## src/rtl/keypad_pkg.sv

```systemverilog
// Shared types and key decoding for the 4x4 keypad scanner and the lock controller.
package keypad_pkg;

    typedef enum logic [1:0] {
        SCAN     = 2'd0,
        DEBOUNCE = 2'd1,
        PRESSED  = 2'd2
    } state_e;

    localparam logic [3:0] KEY_A    = 4'd10;
    localparam logic [3:0] KEY_B    = 4'd11;
    localparam logic [3:0] KEY_C    = 4'd12;
    localparam logic [3:0] KEY_D    = 4'd13;
    localparam logic [3:0] KEY_STAR = 4'd14;
    localparam logic [3:0] KEY_HASH = 4'd15;

    // One-cold line pattern to index, bit 3 (top row / left column) is index 0.
    function automatic logic [1:0] cold_idx(input logic [3:0] v);
        logic [1:0] idx;
        case (v)
            4'b0111: idx = 2'd0;
            4'b1011: idx = 2'd1;
            4'b1101: idx = 2'd2;
            default: idx = 2'd3;
        endcase
        return idx;
    endfunction

    function automatic logic [3:0] keymap(input logic [1:0] r, input logic [1:0] c);
        logic [3:0] code;
        if (c == 2'd3) begin
            code = KEY_A + {2'b00, r};
        end else if (r == 2'd3) begin
            case (c)
                2'd0:    code = KEY_STAR;
                2'd1:    code = 4'd0;
                default: code = KEY_HASH;
            endcase
        end else begin
            code = {2'b00, r} * 4'd3 + {2'b00, c} + 4'd1;
        end
        return code;
    endfunction

endpackage

```

## src/rtl/keypad_scan_tick_gen.sv

```systemverilog
// Free-running divider producing a one-cycle tick on the wrap cycle.
module tick_gen #(
    parameter int DIV = 100000
) (
    input  logic clk,
    input  logic rst,
    output logic tick
);
    localparam int W = (DIV > 1) ? $clog2(DIV) : 1;

    logic [W-1:0] cnt_q;

    assign tick = (cnt_q == W'(DIV - 1));

    always_ff @(posedge clk or posedge rst) begin
        if (rst)       cnt_q <= '0;
        else if (tick) cnt_q <= '0;
        else           cnt_q <= cnt_q + 1'b1;
    end

endmodule

```

## src/rtl/keypad_scan.sv

```systemverilog
// 4x4 keypad column scanner with press/release debounce and one strobe per press.
module keypad_scan
    import keypad_pkg::*;
#(
    parameter int SCAN_DIV     = 100000,
    parameter int DEBOUNCE_CNT = 3
) (
    input  logic       clk,
    input  logic       rst,
    input  logic [3:0] row,
    output logic [3:0] col,
    output logic [3:0] key_code,
    output logic       key_valid,
    output logic       key_pressed
);
    localparam int CW = $clog2(DEBOUNCE_CNT + 1);

    logic          tick;
    logic [3:0]    sync1_q, rs_q;
    state_e        state_q, state_d;
    logic [CW-1:0] cnt_q, cnt_d, cnt_inc;
    logic [3:0]    pat_q, pat_d;
    logic [3:0]    col_q, col_d;
    logic [3:0]    key_code_q, key_code_d;
    logic          key_valid_q, key_valid_d;
    logic          key_pressed_q, key_pressed_d;
    logic          rotate, confirm, one_low;

    tick_gen #(.DIV(SCAN_DIV)) u_tick (
        .clk  (clk),
        .rst  (rst),
        .tick (tick)
    );

    assign cnt_inc = cnt_q + 1'b1;
    assign one_low = ($countones(~rs_q) == 1);

    always_ff @(posedge clk or posedge rst) begin
        if (rst) begin
            sync1_q       <= 4'hF;
            rs_q          <= 4'hF;
            state_q       <= SCAN;
            cnt_q         <= '0;
            pat_q         <= 4'hF;
            col_q         <= 4'b0111;
            key_code_q    <= 4'd0;
            key_valid_q   <= 1'b0;
            key_pressed_q <= 1'b0;
        end else begin
            sync1_q       <= row;
            rs_q          <= sync1_q;
            state_q       <= state_d;
            cnt_q         <= cnt_d;
            pat_q         <= pat_d;
            col_q         <= col_d;
            key_code_q    <= key_code_d;
            key_valid_q   <= key_valid_d;
            key_pressed_q <= key_pressed_d;
        end
    end

    always_comb begin
        state_d = state_q;
        cnt_d   = cnt_q;
        pat_d   = pat_q;
        rotate  = 1'b0;
        confirm = 1'b0;
        if (tick) begin
            case (state_q)
                SCAN: begin
                    // Multiple rows low is ambiguous and treated as idle.
                    if (one_low) begin
                        pat_d = rs_q;
                        if (DEBOUNCE_CNT <= 1) begin
                            confirm = 1'b1;
                            state_d = PRESSED;
                            cnt_d   = '0;
                        end else begin
                            cnt_d   = CW'(1);
                            state_d = DEBOUNCE;
                        end
                    end else begin
                        rotate = 1'b1;
                    end
                end
                DEBOUNCE: begin
                    if (rs_q == pat_q) begin
                        if (cnt_inc == CW'(DEBOUNCE_CNT)) begin
                            confirm = 1'b1;
                            state_d = PRESSED;
                            cnt_d   = '0;
                        end else begin
                            cnt_d = cnt_inc;
                        end
                    end else begin
                        state_d = SCAN;
                        cnt_d   = '0;
                        rotate  = 1'b1;
                    end
                end
                PRESSED: begin
                    if (rs_q == 4'hF) begin
                        if (cnt_inc == CW'(DEBOUNCE_CNT)) begin
                            state_d = SCAN;
                            cnt_d   = '0;
                            rotate  = 1'b1;
                        end else begin
                            cnt_d = cnt_inc;
                        end
                    end else begin
                        cnt_d = '0;
                    end
                end
                default: state_d = SCAN;
            endcase
        end
    end

    always_comb begin
        col_d         = rotate ? {col_q[0], col_q[3:1]} : col_q;
        key_code_d    = confirm ? keymap(cold_idx(pat_d), cold_idx(col_q)) : key_code_q;
        key_valid_d   = confirm;
        key_pressed_d = (state_d == PRESSED);
    end

    assign col         = col_q;
    assign key_code    = key_code_q;
    assign key_valid   = key_valid_q;
    assign key_pressed = key_pressed_q;

endmodule

```

## config.mk

```make
export PLATFORM = sky130hd
export DESIGN_NAME = keypad_scan
export DESIGN_NICKNAME = d
export VERILOG_FILES = /design/src/rtl/keypad_pkg.sv /design/src/rtl/keypad_scan_tick_gen.sv /design/src/rtl/keypad_scan.sv
export SDC_FILE = /design/constraint.sdc
export NUM_CORES = 1
export LEC_CHECK = 0
export ABC_CLOCK_PERIOD_IN_PS = 8100
export CORE_ASPECT_RATIO = 0.6
export CORE_MARGIN = 2
export CORE_UTILIZATION = 50
export DETAILED_ROUTE_END_ITERATION = 10
export PLACE_DENSITY = 0.74
export SLEW_MARGIN = 40
export SYNTH_ARGS = -nofsm -noshare
export SYNTH_HDL_FRONTEND = slang
export SYNTH_SLANG_ARGS = --single-unit
```

## constraint.sdc

```tcl
create_clock -name clk -period 8.1 [get_ports clk]
set_clock_uncertainty 0.05 [all_clocks]
set_input_delay 1.62 -clock clk [delete_from_list [all_inputs] [get_ports clk]]
set_output_delay 1.62 -clock clk [all_outputs]
set_load 0.05 [all_outputs]
```

==> results.ini, run 1 <==
[outcome]
status = finished, final reports clean

[clock_tree]
clk_pin_slew_worst_paths_ns = 0.08
clockBufferDepth = 2
post-cts-setup-buffer-count = 0
numCtsBuffers = 5
cts_tree = yes
cts_root_buf = clkbuf_8
clk_latency_ns = 0.30
ctsResizeCount = 0
htree_levels = 2
holdBufCountCts = 0
clock_sinks = 43

[drt]
top_layer = met4
via_per_inst = 5.555
met1_length_um = 2673
vias = 1772
wire_per_inst_um = 14.53
wl_met3_um = 189
postRouteAntennaNets = 0
wirelength_um = 4636
drtPass1Iterations = 4
wl_met2_um = 1755
drtIter0Drc = 139
drcViolationCount = 0

[final_layout]
final_cells = 319
postLayoutCellArea_um2 = 2776
postLayoutCoreUtil_pct = 59.89
drive_above_1_share_pct = 14.84
areaGrowthSynthToFinish_pct = 13.16
final_nets = 276
num_antenna_cells = 0

[synth]
syn_area_um2 = 2454
synthAdderAreaFrac_pct = 8.261
postSynth.asyncResetShare_pct = 100.0
synth_cell_types = 48
yosys_warnings = 0
synthMuxAreaShare_pct = 6.068
yosysSeqAreaShare_pct = 44.62
syn-num-nets = 260
synth_simple_gate_area_share_pct = 20.81
synth_edf_count = 0
synth_flop_cell = dfrtp_1
synth-seq-cells = 43
synth-compound-area-share_pct = 9.434
synthCells = 239
syn_area_per_cell_um2 = 10.27
synth_xor_area_share_pct = 8.210
synth_top_family_by_area = simple AND/OR/NAND/NOR gates

[sta]
slew-limit-headroom_pct = 46.35
finalSetupViolations = 0
rsz0062_at_grt = no
slew_violations = 0
period_minus_slack_ns = 4.500
hold_viol = 0
finalSetupTns_ns = 0
max_freq_mhz = 222.2
tightest_slew_ns = 0.7986
min_period_over_period_pct = 55.56

[floorplanning]
num_rows = 19
die_w_um = 94.44
ios = 16
start_util_pct = 52.93
die_area_um2 = 5502
coreArea_um2 = 4636
die_height_um = 58.26

[critical_path]
critPathKind = reg -> reg
cp-end-kind = flip-flop
required_ns = 8.23
cp_common_cell = ha_1
cp_slowest_cell = dfstp_2
reg2reg_slack_ns = 3.60
worst_path_largest_cell_delay_ns = 0.64
r2r_end = key_code[1]
reg2reg_from = rs_q[1]
cp-start-kind = flip-flop
crit_path_max_fanout = 9
path_cells = fa_1, inv_1, ha_1, ha_1, nor4bb_1, nand2_1, nor2_2, nor4b_1, a21oi_1, ha_1, a31oi_1, o21ai_0, mux2_2, ha_1, inv_1, fa_1, nand2_1, mux2i_1, o21ai_1
arrival_ns = 4.63
ff2ff_path_depth = 19

[power_and_ir_drop]
p_leak_nw = 1.170
sw_frac_of_total_pct = 21.88
pwr-share-comb_pct = 4.7
cell_internal_pwr_mw = 0.3157
ir_worst_vdd_v = 0.0001168
clkPwrFrac_pct = 40.5
power_density_nw_per_um2 = 145.5
netSwitchingPower_mw = 0.08839
seqPwrFrac_pct = 54.8

[hold_path]
worstHoldPathCells = 0
whs_endpoint = rs_q[0]
hold_path.class = reg -> reg
hp-start = sync1_q[0]

[run]
max_cap_viol_count = 0

[global_route]
grt_pass1_vias = 1610
gr-usage-all-layers_pct = 19.33
antenna_found_initial = 0
grt_remaining_overflow = 0
grt_max_degree = 44
grt_pass1_wl_um = 8073

[placed_design]
place.gp.congestion = 0.8592
dpl_cell_area_um2 = 2660
placedCellCount = 311
port_buffers = 15
dp_hpwl_um = 3388

[critical path, delay by kind of cell (launching register included)]
| family | cells | cell delay (ns) |
|---|---|---|
| adders and majority gates | 6 | 1.72 |
| and+or+nand+nor | 5 | 1.13 |
| DFF | 1 | 0.64 |
| AOI/OAI and AO/OA | 4 | 0.39 |
| muxes | 2 | 0.34 |
| buffers and inverters | 2 | 0.11 |
[synthesized netlist by cell type, types with 3 or more instances]
| cell | number | area, um^2 |
|---|---|---|
| dfrtp_1 | 28 | 700.7 |
| nand2_1 | 20 | 75.07 |
| nor2_1 | 18 | 67.56 |
| dfstp_2 | 15 | 394.1 |
| ha_1 | 13 | 162.7 |
| xnor2_1 | 13 | 113.9 |
| mux2_2 | 11 | 123.9 |
| nand3_1 | 10 | 50.05 |
| o21ai_0 | 10 | 50.05 |
| xor2_1 | 10 | 87.58 |
| inv_1 | 9 | 33.78 |
| nand4_1 | 7 | 43.79 |
| a31oi_1 | 6 | 37.54 |
| clkbuf_1 | 6 | 22.52 |
| nor2b_1 | 6 | 37.54 |
| nor3_1 | 6 | 30.03 |
| a21oi_1 | 5 | 25.02 |
| and3_1 | 4 | 25.02 |
| nand2b_1 | 3 | 18.77 |
[kinds of logic after synthesis]
kind of cell / Yosys count
AOI/OAI and AO/OA: 36
xor gates and xnor gates: 23
adders and majority gates: 15
buffers and inverters: 16
DFF: 43
muxes: 13
and+or+nand+nor: 93
[worst max path at each step]
stage,depth (start not counted),slack [ns],to,startpoint
6_report,19,3.60,key_code[1],rs_q[1]
5_1_grt,19,3.19,key_code[1],rs_q[1]
4_1_cts,19,3.63,key_code[1],rs_q[1]
3_5_place_dp,19,3.66,key_code[1],rs_q[1]
3_3_place_gp,19,3.89,key_code[1],rs_q[1]
2_1_floorplan,19,4.09,key_code[1],rs_q[1]
[power groups by stage]
stage	Clock (mW)	Combinational [mW]	Sequential (mW)
2_1_floorplan	0	0.0135	0.224
3_5_place_dp	0	0.0188	0.225
3_3_place_gp	0	0.0184	0.225
5_1_grt	0.178	0.0213	0.222
6_report	0.164	0.0189	0.222
4_1_cts	0.168	0.0189	0.222
[metal layers]
layer  up-vias  GRT usage, %
li1        883             -
met2        47         24.80
met5         -             0
met3         2         5.072
met1       840         32.13
met4         0         3.727
[layout make-up]
cell class,count,area [um^2]
Clock buffer,7,107.6
Clock inverter,1,8.758
Fill cell,392,1859
Inverter,9,33.78
Multi-Input combinational cell,180,1295
Sequential cell,43,1095
Tap cell,63,78.83
Timing Repair Buffer,16,157.7
[through the flow]
step | hold WS (ns) | setup slack, ns | power [mW]
final | 0.3105 | 3.600 | 0.4041
after CTS | 0.3117 | 3.631 | 0.4085
after detailed placement | 0.2968 | 3.659 | 0.2441
after floorplan | 0.2952 | 4.086 | 0.2373
after global routing | 0.3131 | 3.189 | 0.4212
after global placement | 0.2959 | 3.887 | 0.2435
[cells in the final DEF (no fill, tap or decap), types with 7 or more instances in the layout]
master / n
dfrtp_1: 28
mux2_2: 11
inv_1: 8
nand2_1: 20
nand3_1: 10
nor2_1: 18
xor2_1: 10
xnor2_1: 13
nand4_1: 7
ha_1: 13
o21ai_0: 10
dfstp_2: 15
clkdlybuf4s50_1: 15
[state kept, by name, indices dropped and copies added (netlist names)]
name and count:
u_tick.cnt_q 17, col 4, key_code 4, pat_q 4
rs_q 4, sync1_q 4, cnt_q 2, state_q 2
key_pressed 1, key_valid 1
Power figures use the tool's default switching activity.
==> inputs of run 2 (changes only) <==
--- a/config.mk
+++ b/config.mk
@@ -5,12 +5,12 @@
 export SDC_FILE = /design/constraint.sdc
 export NUM_CORES = 1
 export LEC_CHECK = 0
-export ABC_CLOCK_PERIOD_IN_PS = 8100
+export ABC_CLOCK_PERIOD_IN_PS = 3600
 export CORE_ASPECT_RATIO = 0.6
 export CORE_MARGIN = 2
 export CORE_UTILIZATION = 50
 export DETAILED_ROUTE_END_ITERATION = 10
-export PLACE_DENSITY = 0.74
+export PLACE_DENSITY = 0.77
 export SLEW_MARGIN = 40
 export SYNTH_ARGS = -nofsm -noshare
 export SYNTH_HDL_FRONTEND = slang
==> constraint.sdc (replaced) <==
create_clock -name clk -period 3.6 [get_ports clk]
set_clock_uncertainty 0.05 [all_clocks]
set_input_delay 0.72 -clock clk [delete_from_list [all_inputs] [get_ports clk]]
set_output_delay 0.72 -clock clk [all_outputs]
set_load 0.05 [all_outputs]
==> results.ini, run 2 (same netlist as run 1, synthesis figures left out) <==
[outcome]
status = finished, violations left
violations = setup timing

[floorplanning]
ios = 16
start_util_pct = 52.93
die_area_um2 = 5502
die_height_um = 58.26
die_w_um = 94.44
num_rows = 19
coreArea_um2 = 4636

[final_layout]
fillers = 376
postLayoutCoreUtil_pct = 66.32
multiInputGateArea_um2 = 1409
regArea_um2 = 1095
largest_register = u_tick.cnt_q
final_cell_mix = dfrtp_1 (28), buf_4 (27), nand2_1 (19)
areaGrowthSynthToFinish_pct = 25.29
largest_reg_flops = 17
final_nets = 303
num_antenna_cells = 0
drive_above_1_share_pct = 28.62
final_common_cell = dfrtp_1

[hold_path]
worstHoldPathCells = 0
whs_endpoint = rs_q[0]
hp-start = sync1_q[0]
hold_path.class = reg -> reg

[global_route]
grt_max_degree = 24
grt_pass1_vias = 1880
busiest_layer = met1
gr-usage-all-layers_pct = 21.62
antenna_found_initial = 0
grt_remaining_overflow = 0
grt_use_met1_pct = 33.84
grt_pass1_wl_um = 9114
gr-usage-met2_pct = 29.90
met3_usage_pct = 5.722

[sta]
finalSetupViolations = 4
hold_viol = 0
slew_violations = 0
max_freq_mhz = 249.0
finalSetupTns_ns = -1.181
min_period_over_period_pct = 111.6
slew-limit-headroom_pct = 44.49
period_minus_slack_ns = 4.017
tightest_slew_ns = 0.8252
setup_slack_ns = -0.4165
rsz0062_at_grt = yes

[clock_tree]
clk_latency_ns = 0.29
clock_sinks = 43
clockBufferDepth = 2
cts_root_buf = clkbuf_8
cts_tree = yes
numCtsBuffers = 5
holdBufCountCts = 0
clk_pin_slew_worst_paths_ns = 0.08
htree_levels = 2

[placed_design]
dp_hpwl_um = 3877
port_buffers = 15
place.gp.congestion = 0.8488

[drt]
postRouteAntennaNets = 0
vias = 1922
drcViolationCount = 0
via_per_inst = 5.555
wire_per_inst_um = 15.87
drtIter0Drc = 149
wirelength_um = 5491
drtPass1Iterations = 4

[critical_path]
cp-end-kind = flip-flop
path_cells = fa_1, inv_1, ha_2, ha_4, nor4bb_4, nand2_2, nor2_4, a21oi_2, ha_4, a31oi_1, o21ai_1, mux2_4, ha_4, inv_2, fa_1, nand2_1, mux2i_1, o21ai_1
reg2reg_from = rs_q[1]
reg2reg_slack_ns = -0.42
r2r_end = key_code[1]
cp-start-kind = flip-flop
worst_path_largest_cell_delay_ns = 0.55
cp_num_buf_inv = 2
cp_common_cell = ha_4
cp_slowest_cell = dfstp_2
crit_path_max_fanout = 5
critPathKind = reg -> reg
required_ns = 3.76
crit_family = adder cells
arrival_ns = 4.18
ff2ff_path_depth = 18

[power_and_ir_drop]
ir_worst_vdd_v = 0.0002312
power_density_nw_per_um2 = 285.7
p_leak_nw = 1.310

[run]
max_cap_viol_count = 0

-- run 2: changes by cell type in the layout (fill, tap and decap cells not counted), sizes merged --
cell / before / now
clkbuf: 7 / 6
clkinvlp: 0 / 1
buf: 1 / 28
-- run 2: power by group --
part	switching (mW)	internal [mW]	total, mW
clock network	0.167	0.153	0.321
logic	0.0347	0.0294	0.0641
registers	0.00249	0.491	0.494
-- run 2: routing by layer --
layer  routed length (um)  vias up
li1                     -      933
met1                 2778      919
met2                 2272       61
met3                  375        9
met4                   65        0
met5                    0        -
-- run 2: worst max-delay path by stage --
stage                              to  depth (start not counted)     from
after floorplan           key_code[1]                         19  rs_q[1]
after global placement    key_code[1]                         18  rs_q[3]
after detailed placement  key_code[1]                         18  rs_q[3]
after CTS                 key_code[1]                         19  rs_q[1]
after global routing      key_code[1]                         18  rs_q[3]
final                     key_code[1]                         18  rs_q[1]
-- run 2: final cells by class --
| cell class | count | share of cell area, % |
|---|---|---|
| Inverter | 9 | 1.099 |
| Sequential cell | 43 | 35.61 |
| Timing Repair Buffer | 43 | 11.84 |
| Clock buffer | 6 | 2.686 |
| Tap cell | 63 | 2.564 |
| Clock inverter | 2 | 0.3663 |
| Multi-Input combinational cell | 180 | 45.83 |
-- run 2: through the flow --
stage                     power, mW  hold slack (ns)  instances  instance area, um^2  worst slack [ns]
after floorplan              0.5440           0.2952        239                 2521           -0.2212
after global placement       0.5617           0.2963        329                 2861           -0.2611
after detailed placement     0.5645           0.3003        329                 2861           -0.3884
after CTS                    0.8792           0.3113        343                 3007           -0.3100
after global routing         0.9173           0.3149        346                 3074           -0.5663
final                        0.8785           0.3101        346                 3074           -0.4165
-- run 2: repair_timing --
action                                  CTS  global route
pin swaps                                12             7
resized for setup                         5            10
endpoints found under the setup margin    4             4
buffers inserted                          6             4
==> inputs of run 3 (changes only) <==
--- a/config.mk
+++ b/config.mk
@@ -5,12 +5,11 @@
 export SDC_FILE = /design/constraint.sdc
 export NUM_CORES = 1
 export LEC_CHECK = 0
-export ABC_CLOCK_PERIOD_IN_PS = 3600
 export CORE_ASPECT_RATIO = 0.6
 export CORE_MARGIN = 2
 export CORE_UTILIZATION = 50
 export DETAILED_ROUTE_END_ITERATION = 10
-export PLACE_DENSITY = 0.77
+export PLACE_DENSITY = 0.74
 export SLEW_MARGIN = 40
 export SYNTH_ARGS = -nofsm -noshare
 export SYNTH_HDL_FRONTEND = slang
==> constraint.sdc (replaced) <==
create_clock -name clk -period 4.2 [get_ports clk]
set_clock_uncertainty 0.05 [all_clocks]
set_input_delay 0.84 -clock clk [delete_from_list [all_inputs] [get_ports clk]]
set_output_delay 0.84 -clock clk [all_outputs]
set_load 0.05 [all_outputs]
==> results.ini, run 3 (same netlist as run 1, synthesis figures left out) <==
[outcome]
status = finished, final reports clean

[final_layout]
fillers = 384
largest_register = u_tick.cnt_q
largest_reg_flops = 17
regArea_um2 = 1095
final_cell_mix = dfrtp_1 (28), nand2_1 (19), nor2_1 (18)
num_antenna_cells = 0
postLayoutCoreUtil_pct = 62.48
drive_above_1_share_pct = 19.92
postLayoutCellArea_um2 = 2897
final_common_cell = dfrtp_1
final_nets = 286
areaGrowthSynthToFinish_pct = 18.05
multiInputGateArea_um2 = 1339

[power_and_ir_drop]
power_density_nw_per_um2 = 281.2
ir_worst_vdd_v = 0.0001789
cell_internal_pwr_mw = 0.6417
seqPwrFrac_pct = 52.0
clkPwrFrac_pct = 40.9
pwr-share-comb_pct = 7.2
p_total_mw = 0.8144
sw_frac_of_total_pct = 21.20
netSwitchingPower_mw = 0.1727
p_leak_nw = 1.235

[placed_design]
dp_hpwl_um = 3547
place.gp.congestion = 0.8880
port_buffers = 15
dpl_cell_area_um2 = 2713

[global_route]
gr-usage-met2_pct = 26.02
grt_pass1_vias = 1689
busiest_layer = met1
met3_usage_pct = 5.462
grt_max_degree = 44
gr-usage-all-layers_pct = 19.99
grt_remaining_overflow = 0
antenna_found_initial = 0
grt_pass1_wl_um = 8349
grt_use_met1_pct = 32.07

[sta]
period_minus_slack_ns = 3.985
min_period_over_period_pct = 94.89
finalSetupTns_ns = 0
tightest_slew_ns = 0.7217
slew_violations = 0
finalSetupViolations = 0
slew-limit-headroom_pct = 51.52
max_freq_mhz = 250.9
hold_viol = 0

[clock_tree]
htree_levels = 2
holdBufCountCts = 0
cts_tree = yes
clk_latency_ns = 0.29
clk_pin_slew_worst_paths_ns = 0.08
cts_root_buf = clkbuf_8
clock_sinks = 43
numCtsBuffers = 5
clockBufferDepth = 2

[critical_path]
r2r_end = key_code[1]
required_ns = 4.38
cp-end-kind = flip-flop
crit_path_max_fanout = 5
ff2ff_path_depth = 18
cp-start-kind = flip-flop
reg2reg_from = rs_q[3]
critPathKind = reg -> reg
arrival_ns = 4.16
crit_start = rs_q[3]
reg2reg_slack_ns = 0.21

[drt]
wire_per_inst_um = 15.32
wirelength_um = 5041
postRouteAntennaNets = 0
via_per_inst = 5.578
vias = 1835
drtPass1Iterations = 4
drtIter0Drc = 97
drcViolationCount = 0

[floorplanning]
die_w_um = 94.44
ios = 16
start_util_pct = 52.93
die_area_um2 = 5502
num_rows = 19
coreArea_um2 = 4636
die_height_um = 58.26

[hold_path]
hold_path.class = reg -> reg
hp-start = sync1_q[0]
whs_endpoint = rs_q[0]
worstHoldPathCells = 0

[run]
max_cap_viol_count = 0

==> run 3: changes by cell type in the layout (fill, tap and decap cells not counted), moves of 2 or more <==
cell / before / now
a21oi_1: 3 / 5
ha_1: 9 / 11
a21oi_2: 2 / 0
o21ai_2: 3 / 0
buf_4: 27 / 11
inv_2: 2 / 0
ha_4: 3 / 1
o21ai_0: 5 / 8
==> run 3: power by group through the flow <==
stage               clock network, mW  logic (mW)  registers [mW]
floorplan                           0      0.0260           0.432
detailed placement                  0      0.0437           0.431
global route                    0.361      0.0641           0.424
global placement                    0      0.0421           0.431
finish                          0.333      0.0583           0.423
CTS                             0.339      0.0458           0.423
==> run 3: final cells by class <==
cell class	count	share of cell area, %
clock inverters	2	1.210
clock buffers	6	2.851
multi-input cells	180	46.22
well taps	63	2.721
inverters	9	1.166
repair buffers	26	8.035
flip-flops and latches	43	37.80
==> run 3: worst max-delay path by stage <==
stage                             end  slack [ns]  cells past startpoint
final                     key_code[1]        0.21                     18
after global routing      key_code[1]       -0.05                     19
after CTS                 key_code[1]        0.05                     19
after detailed placement  key_code[1]       -0.02                     19
after global placement    key_code[1]        0.18                     19
after floorplan           key_code[1]        0.19                     19
==> run 3: critical path, cell delays in order (launching register included) <==
cell      delay [ns]
dfstp_2         0.56
fa_1            0.42
inv_1           0.07
ha_1            0.17
ha_4            0.22
nor4bb_4        0.34
buf_4           0.17
nand4_1         0.12
and2_4          0.20
ha_2            0.19
a31oi_1         0.14
o21ai_1         0.07
mux2_4          0.28
ha_1            0.19
inv_1           0.07
fa_1            0.40
nand2_1         0.06
mux2i_1         0.07
o21ai_1         0.12
==> run 3: what timing repair did <==
item                                    4_1_cts  5_1_grt
gates resized for setup                       1        9
pin swaps                                     0        4
setup buffers                                 0        3
endpoints found under the setup margin        2        4
==> run 3: stage by stage <==
stage / std cells / worst slack, ns / hold slack [ns]
final: 329 / 0.2147 / 0.3088
after global routing: 329 / -0.05151 / 0.3154
after CTS: 326 / 0.04898 / 0.3102
after detailed placement: 318 / -0.02243 / 0.2987
after global placement: 318 / 0.1752 / 0.2962
after floorplan: 239 / 0.1864 / 0.2952
==> run 3: layer usage <==
layer  wire [um]  share of wire [%]  up-vias
li1            -                  -      899
met1        2619                 52      880
met2        2042                 41       54
met3         356                7.1        2
met4          22               0.44        0
met5           0                  0        -
